**config.mk**
```make
export PLATFORM = sky130hd
export DESIGN_NAME = imem_responder
export DESIGN_NICKNAME = d
export VERILOG_FILES = /design/src/rtl/imem_responder.sv
export SDC_FILE = /design/constraint.sdc
export NUM_CORES = 2
export LEC_CHECK = 0
export ABC_CLOCK_PERIOD_IN_PS = 3020
export CAP_MARGIN = 40
export CORE_ASPECT_RATIO = 1.4
export CORE_MARGIN = 2
export CORE_UTILIZATION = 62
export DETAILED_ROUTE_END_ITERATION = 12
export MAX_ROUTING_LAYER = met4
export PLACE_DENSITY = 0.81
export SLEW_MARGIN = 20
export SYNTH_ARGS = -nofsm -noshare
export SYNTH_HDL_FRONTEND = slang
export SYNTH_SLANG_ARGS = --single-unit
```
**constraint.sdc**
```tcl
create_clock -name clock -period 3.02 [get_ports clock]
set_clock_uncertainty 0.05 [all_clocks]
set_input_delay 0.302 -clock clock [delete_from_list [all_inputs] [get_ports clock]]
set_output_delay 0.302 -clock clock [all_outputs]
set_load 0.02 [all_outputs]
```
**src/rtl/imem_responder.sv**
```systemverilog
// Instruction-memory responder: pc-indexed fetches, fixed-latency read pipeline, in-order response FIFO.
// Optional out-of-range address check enabled by defining IMEM_ADDR_CHECK_EN.
module imem_responder #(
  parameter int WORD_SIZE = 32,
  parameter int DEPTH     = 64,
  parameter int LATENCY   = 2
) (
  input  logic                     clock,
  input  logic                     reset,
  input  logic                     req_valid,
  output logic                     req_ready,
  input  logic [31:0]              req_addr,
  output logic                     rsp_valid,
  input  logic                     rsp_ready,
  output logic [WORD_SIZE-1:0]     rsp_instruction,
  output logic                     rsp_error,
  input  logic                     load_enable,
  input  logic [$clog2(DEPTH)-1:0] load_addr,
  input  logic [WORD_SIZE-1:0]     load_data,
  output logic                     busy
);
  localparam int AW = $clog2(DEPTH);
  localparam int FD = LATENCY + 2;
  localparam int PW = $clog2(FD);
  localparam int CW = $clog2(FD + 1);

  logic [WORD_SIZE-1:0] mem_q [DEPTH];
  logic [WORD_SIZE-1:0] rd_data;
  logic                 rd_err;
  logic                 accept, push, pop;

  logic [LATENCY:1]     vld_pipe_q;
  logic [WORD_SIZE-1:0] dat_pipe_q [1:LATENCY];
  logic [WORD_SIZE-1:0] fifo_dat_q [FD];
  logic [PW-1:0]        wr_ptr_q, wr_ptr_d, rd_ptr_q, rd_ptr_d;
  logic [CW-1:0]        fcnt_q, fcnt_d, out_q, out_d;

  assign req_ready = !load_enable && (out_q < CW'(FD));
  assign accept    = req_valid && req_ready;
  assign rsp_valid = (fcnt_q != '0);
  assign pop       = rsp_valid && rsp_ready;
  assign push      = vld_pipe_q[LATENCY];
  assign busy      = (out_q != '0);

`ifdef IMEM_ADDR_CHECK_EN
  localparam logic [WORD_SIZE-1:0] NOP = WORD_SIZE'(32'h0000_0013);
  logic [LATENCY:1] err_pipe_q;
  logic [FD-1:0]    fifo_err_q;

  assign rd_err    = (req_addr >= 32'(DEPTH));
  assign rd_data   = rd_err ? NOP : mem_q[req_addr[AW-1:0]];
  assign rsp_error = rsp_valid && fifo_err_q[rd_ptr_q];

  always_ff @(posedge clock) begin
    err_pipe_q[1] <= rd_err;
    for (int i = 2; i <= LATENCY; i++) err_pipe_q[i] <= err_pipe_q[i-1];
    if (push) fifo_err_q[wr_ptr_q] <= err_pipe_q[LATENCY];
  end
`else
  logic unused_addr_hi;
  assign unused_addr_hi = ^req_addr[31:AW];
  assign rd_err    = 1'b0;
  assign rd_data   = mem_q[req_addr[AW-1:0]];
  assign rsp_error = rd_err;
`endif

  // Gate the head so the data output reads zero whenever nothing is buffered.
  assign rsp_instruction = rsp_valid ? fifo_dat_q[rd_ptr_q] : '0;

  always_comb begin
    out_d    = out_q + CW'(accept) - CW'(pop);
    fcnt_d   = fcnt_q + CW'(push) - CW'(pop);
    wr_ptr_d = wr_ptr_q;
    rd_ptr_d = rd_ptr_q;
    if (push) wr_ptr_d = (wr_ptr_q == PW'(FD-1)) ? '0 : wr_ptr_q + 1'b1;
    if (pop)  rd_ptr_d = (rd_ptr_q == PW'(FD-1)) ? '0 : rd_ptr_q + 1'b1;
  end

  always_ff @(posedge clock or posedge reset) begin
    if (reset) begin
      vld_pipe_q <= '0;
      out_q      <= '0;
      fcnt_q     <= '0;
      wr_ptr_q   <= '0;
      rd_ptr_q   <= '0;
    end else begin
      vld_pipe_q[1] <= accept;
      for (int i = 2; i <= LATENCY; i++) vld_pipe_q[i] <= vld_pipe_q[i-1];
      out_q    <= out_d;
      fcnt_q   <= fcnt_d;
      wr_ptr_q <= wr_ptr_d;
      rd_ptr_q <= rd_ptr_d;
    end
  end

  // Data paths carry no reset; validity is tracked by the reset control above.
  always_ff @(posedge clock) begin
    if (load_enable) mem_q[load_addr] <= load_data;
    dat_pipe_q[1] <= rd_data;
    for (int i = 2; i <= LATENCY; i++) dat_pipe_q[i] <= dat_pipe_q[i-1];
    if (push) fifo_dat_q[wr_ptr_q] <= dat_pipe_q[LATENCY];
  end
endmodule

```
==> reports/metrics.csv <==
stage;metric;value;unit
run_status;outcome;completed;
sta;period_share;0.988;
finish;final_net_count;4189;
floorplanning;die_h;441;microns
floorplanning;initial_core_util;0.623;
synthesis;synth-simple-area-share;0.0194;
finish;area_growth;14.8;%
synthesis;synthAdderAreaFrac;0.00181;
worst_setup_path;worstPathCellList;buf_12, buf_12, mux4_2, and2_1, dlygate4sd2_1;
worst_setup_path;arrival;2.63;ns
synthesis;synth_area_per_cell;22.9;sq um
power;clockPowerShare;0.377;
power;swShare;0.226;
synthesis;async_reset_ff_frac;0.00533;
detailed_routing;ant_nets;0;
finish;fill_cells;6719;
floorplanning;ios;111;
synthesis;synthXorXnorAreaFrac;0.000415;
sta;grt_setup_unrepaired;yes;
place;hpwl;123000;microns
worst_setup_path;r2r_end;fcnt_q[2];
synthesis;ys.warnings.count;0;
floorplanning;die_w;316;microns
worst_setup_path;path_depth;5;
clocking;tritoncts;yes;
synthesis;syn_nets;3778;
min_path;min_from;rsp_ready;
clocking;worstSkewPairLatency;0.86;ns
worst_setup_path;r2r-start;fcnt_q[1];
worst_setup_path;reg2reg_slack;0.58;ns
global_routing;antenna_found_initial;10;
finish;drive_above_1_share;0.293;
detailed_routing;drt-pass1-iter-count;6;
sta;timing.fmax;335;MHz
synthesis;synth_top_family_by_area;multiplexers;
synthesis;synth.area.mux_share;0.150;
floorplanning;row_count;160;
worst_setup_path;end_kind;output pin;
power;vdd_drop_max;0.617;mV
min_path;hold_class;input pin to flop;
sta;final_hold_viol_count;0;
synthesis;syn_inst;3692;
synthesis;synth_flop_cell;edfxtp_1;
synthesis;synth_area;84500;sq um
sta;worst_pin_slew;0.858;ns
detailed_routing;routed_wl;227000;microns
sta;finalCriticalPeriod;2.98;ns
power;power_leakage;0.0307;uW
power;p_seq_frac;0.537;
clocking;cts.sinks;2252;
min_path;hold_depth;3;
detailed_routing;wire_per_inst;37.5;microns
synthesis;synth_seq_area_share;0.792;
clocking;cts.clk_slew.worst_paths;0.07;ns
power;power_switching;14700;uW
detailed_routing;route.vias.total;43474;
clocking;cts-buffers-inserted;186;
clocking;ctsLongestPathBuffers;3;
worst_setup_path;crit_path_top_delay_cell;mux4_2;
sta;maxSlewHeadroom;0.427;
detailed_routing;drc;0;
worst_setup_path;criticalPathCategory;flop to output pin;
detailed_routing;viasPerCell;7.18;
worst_setup_path;reg2reg_depth;9;
power;combPwrFrac;0.086;
synthesis;synth_seq_cells;2252;
synthesis;synth-edff-count;2176;
worst_setup_path;critPathTopFamily;buffers and inverters;
worst_setup_path;critPathMaxFanout;12;
worst_setup_path;cp.required;2.67;ns
place;finalWeightedCongestion;0.848;
synthesis;synthDistinctLibCells;51;
global_routing;grt_max_degree;65;
finish;fin_util;0.716;
floorplanning;dieArea;139000;sq um
global_routing;grt_pass1_wl;324000;microns
clocking;root_buffer;clkbuf_16;
global_routing;grt_pass1_vias;45113;
power;power;65400;uW
power;internal-power;50600;uW
detailed_routing;detailedRoute.firstIterationViolations;7552;
clocking;cts_htree_levels;4;
flow_run;max-cap-violations;0;
worst_setup_path;crit_top_cell;buf_12;
sta;setup_violations;0;
sta;drv_slew;0;
power;p_per_area;674;nW/um^2
place;port_buffers;83;
worst_setup_path;cp_num_buf_inv;3;
min_path;hold-path-endpoint;rd_ptr_q[0];
floorplanning;core;136000;sq um
synthesis;synth_compound_area_frac;0.0226;
worst_setup_path;start_kind;flop;
global_routing;grt_util_all_layers;0.344;
global_routing;gr-total-overflow;0;
worst_setup_path;slowest_delay;0.49;ns
[flip-flops by register name (all words and copies together), names as in the netlist]
| name | flops |
|---|---|
| mem_q | 2048 |
| wr_ptr_q | 2 |
| dat_pipe_q | 64 |
| out_q | 3 |
| vld_pipe_q | 2 |
| fifo_dat_q | 128 |
| rd_ptr_q | 2 |
| fcnt_q | 3 |
[cells in the mapped netlist, drive strengths merged, types with 12 or more instances]
cell       n  area, sq um
edfxtp  2176        65300
mux4     541        12200
buf      119          812
nor2     119          447
o22ai    103          644
clkbuf    77          289
nand2     73          274
dfxtp     64         1280
and2      42          263
mux2i     35          350
a22oi     32          240
a21oi     29          145
nor3      27          135
nand3     26          130
o221ai    24          210
o21ai     21          105
a221oi    17          149
nor4      16          100
o22a      16          140
a31oi     15         93.8
inv       14         52.6
nand2b    14         87.6
a22o      12          105
dfrtp     12          300
[power by group through the flow]
stage          combinational [uW]  clock [uW]  sequential (uW)
2_1_floorplan                3020           0            35600
3_3_place_gp                 5150           0            35700
3_5_place_dp                 5410           0            35700
4_1_cts                      5460       24700            35100
5_1_grt                      5900       25700            35100
6_report                     5630       24600            35100
[final cells by class]
class | instances | area [sq um] | share of cell area
clock buffers | 244 | 4970 | 0.0513
flip-flops and latches | 2252 | 66900 | 0.690
repair buffers | 419 | 4730 | 0.0488
clock inverters | 106 | 1150 | 0.0119
multi-input cells | 1230 | 16900 | 0.174
inverters | 14 | 52.6 | 0.000542
well taps | 1782 | 2230 | 0.0230
diodes | 10 | 25.0 | 0.000258
[layout by cell type (no fill, tap or decap), drive strengths merged, types with 12 or more instances in the layout]
| cell type | count |
|---|---|
| edfxtp | 2176 |
| mux4 | 541 |
| buf | 340 |
| clkbuf | 250 |
| nor2 | 119 |
| o22ai | 103 |
| nand2 | 73 |
| dfxtp | 64 |
| clkinv | 64 |
| and2 | 42 |
| mux2i | 35 |
| dlygate4sd3 | 35 |
| a22oi | 32 |
| a21oi | 29 |
| nor3 | 27 |
| nand3 | 26 |
| inv | 26 |
| o221ai | 24 |
| o21ai | 21 |
| bufinv | 20 |
| dlygate4sd2 | 20 |
| a221oi | 17 |
| nor4 | 16 |
| o22a | 16 |
| a31oi | 15 |
| nand2b | 14 |
| clkdlybuf4s50 | 13 |
| a22o | 12 |
| dfrtp | 12 |
[metal layers]
metal / global-route usage / wire (microns) / share of wire / vias to the layer above
met5: - / 0 / 0 / -
met4: 0.194 / 16000 / 0.070 / 0
met3: 0.0684 / 26400 / 0.12 / 927
met2: 0.556 / 115000 / 0.51 / 3999
met1: 0.410 / 69500 / 0.31 / 22067
li1: - / - / - / 16481
[metrics by stage]
stage	instance area [sq um]	std cells	setup TNS [ns]	setup slack (ns)	hold WS [ns]
after floorplan	84500	3692	0	0.0385	0.117
after global placement	89800	5620	0	0.231	0.265
after detailed placement	90400	5651	0	0.203	0.262
after CTS	96900	6037	-0.143	-0.0538	0.0668
after global routing	97000	6055	-0.0744	-0.0383	0.102
final	97000	6057	0	0.0370	0.0993
[worst max path at each step]
stage               slack, ns                  end         start
floorplan                0.04         mem_q[21][0]  load_addr[4]
global placement         0.23    dat_pipe_q[1][28]   req_addr[4]
detailed placement       0.20    dat_pipe_q[1][13]   req_addr[0]
CTS                     -0.05  rsp_instruction[17]   rd_ptr_q[0]
global route            -0.04  rsp_instruction[15]   rd_ptr_q[0]
finish                   0.04  rsp_instruction[15]   rd_ptr_q[0]
[worst min-delay path, cell delays in order]
cell and delay (ns):
clkdlybuf4s50_1 0.40, nand2_1 0.12, a21o_1 0.14
[timing repair]
item,in CTS,in global routing
pin swaps,0,0
setup endpoints to repair,32,6
gates resized for setup,41,17
buffers inserted,2,7
gates cloned,1,0
hold buffers,33,2
hold endpoints to repair,706,89
[cell families (layout without fill, tap and decap cells)]
logic type / after synthesis / count (layout)
AO/OA/AOI/OAI: 279 / 279
XOR/XNOR: 4 / 4
adder cells (fa/ha/maj): 11 / 11
buffers and inverters: 210 / 783
flip-flops: 2252 / 2252
multiplexers: 587 / 587
other: 1 / 11
AND/OR/NAND/NOR: 348 / 348
Note: power is estimated with default switching activity, not from simulation.
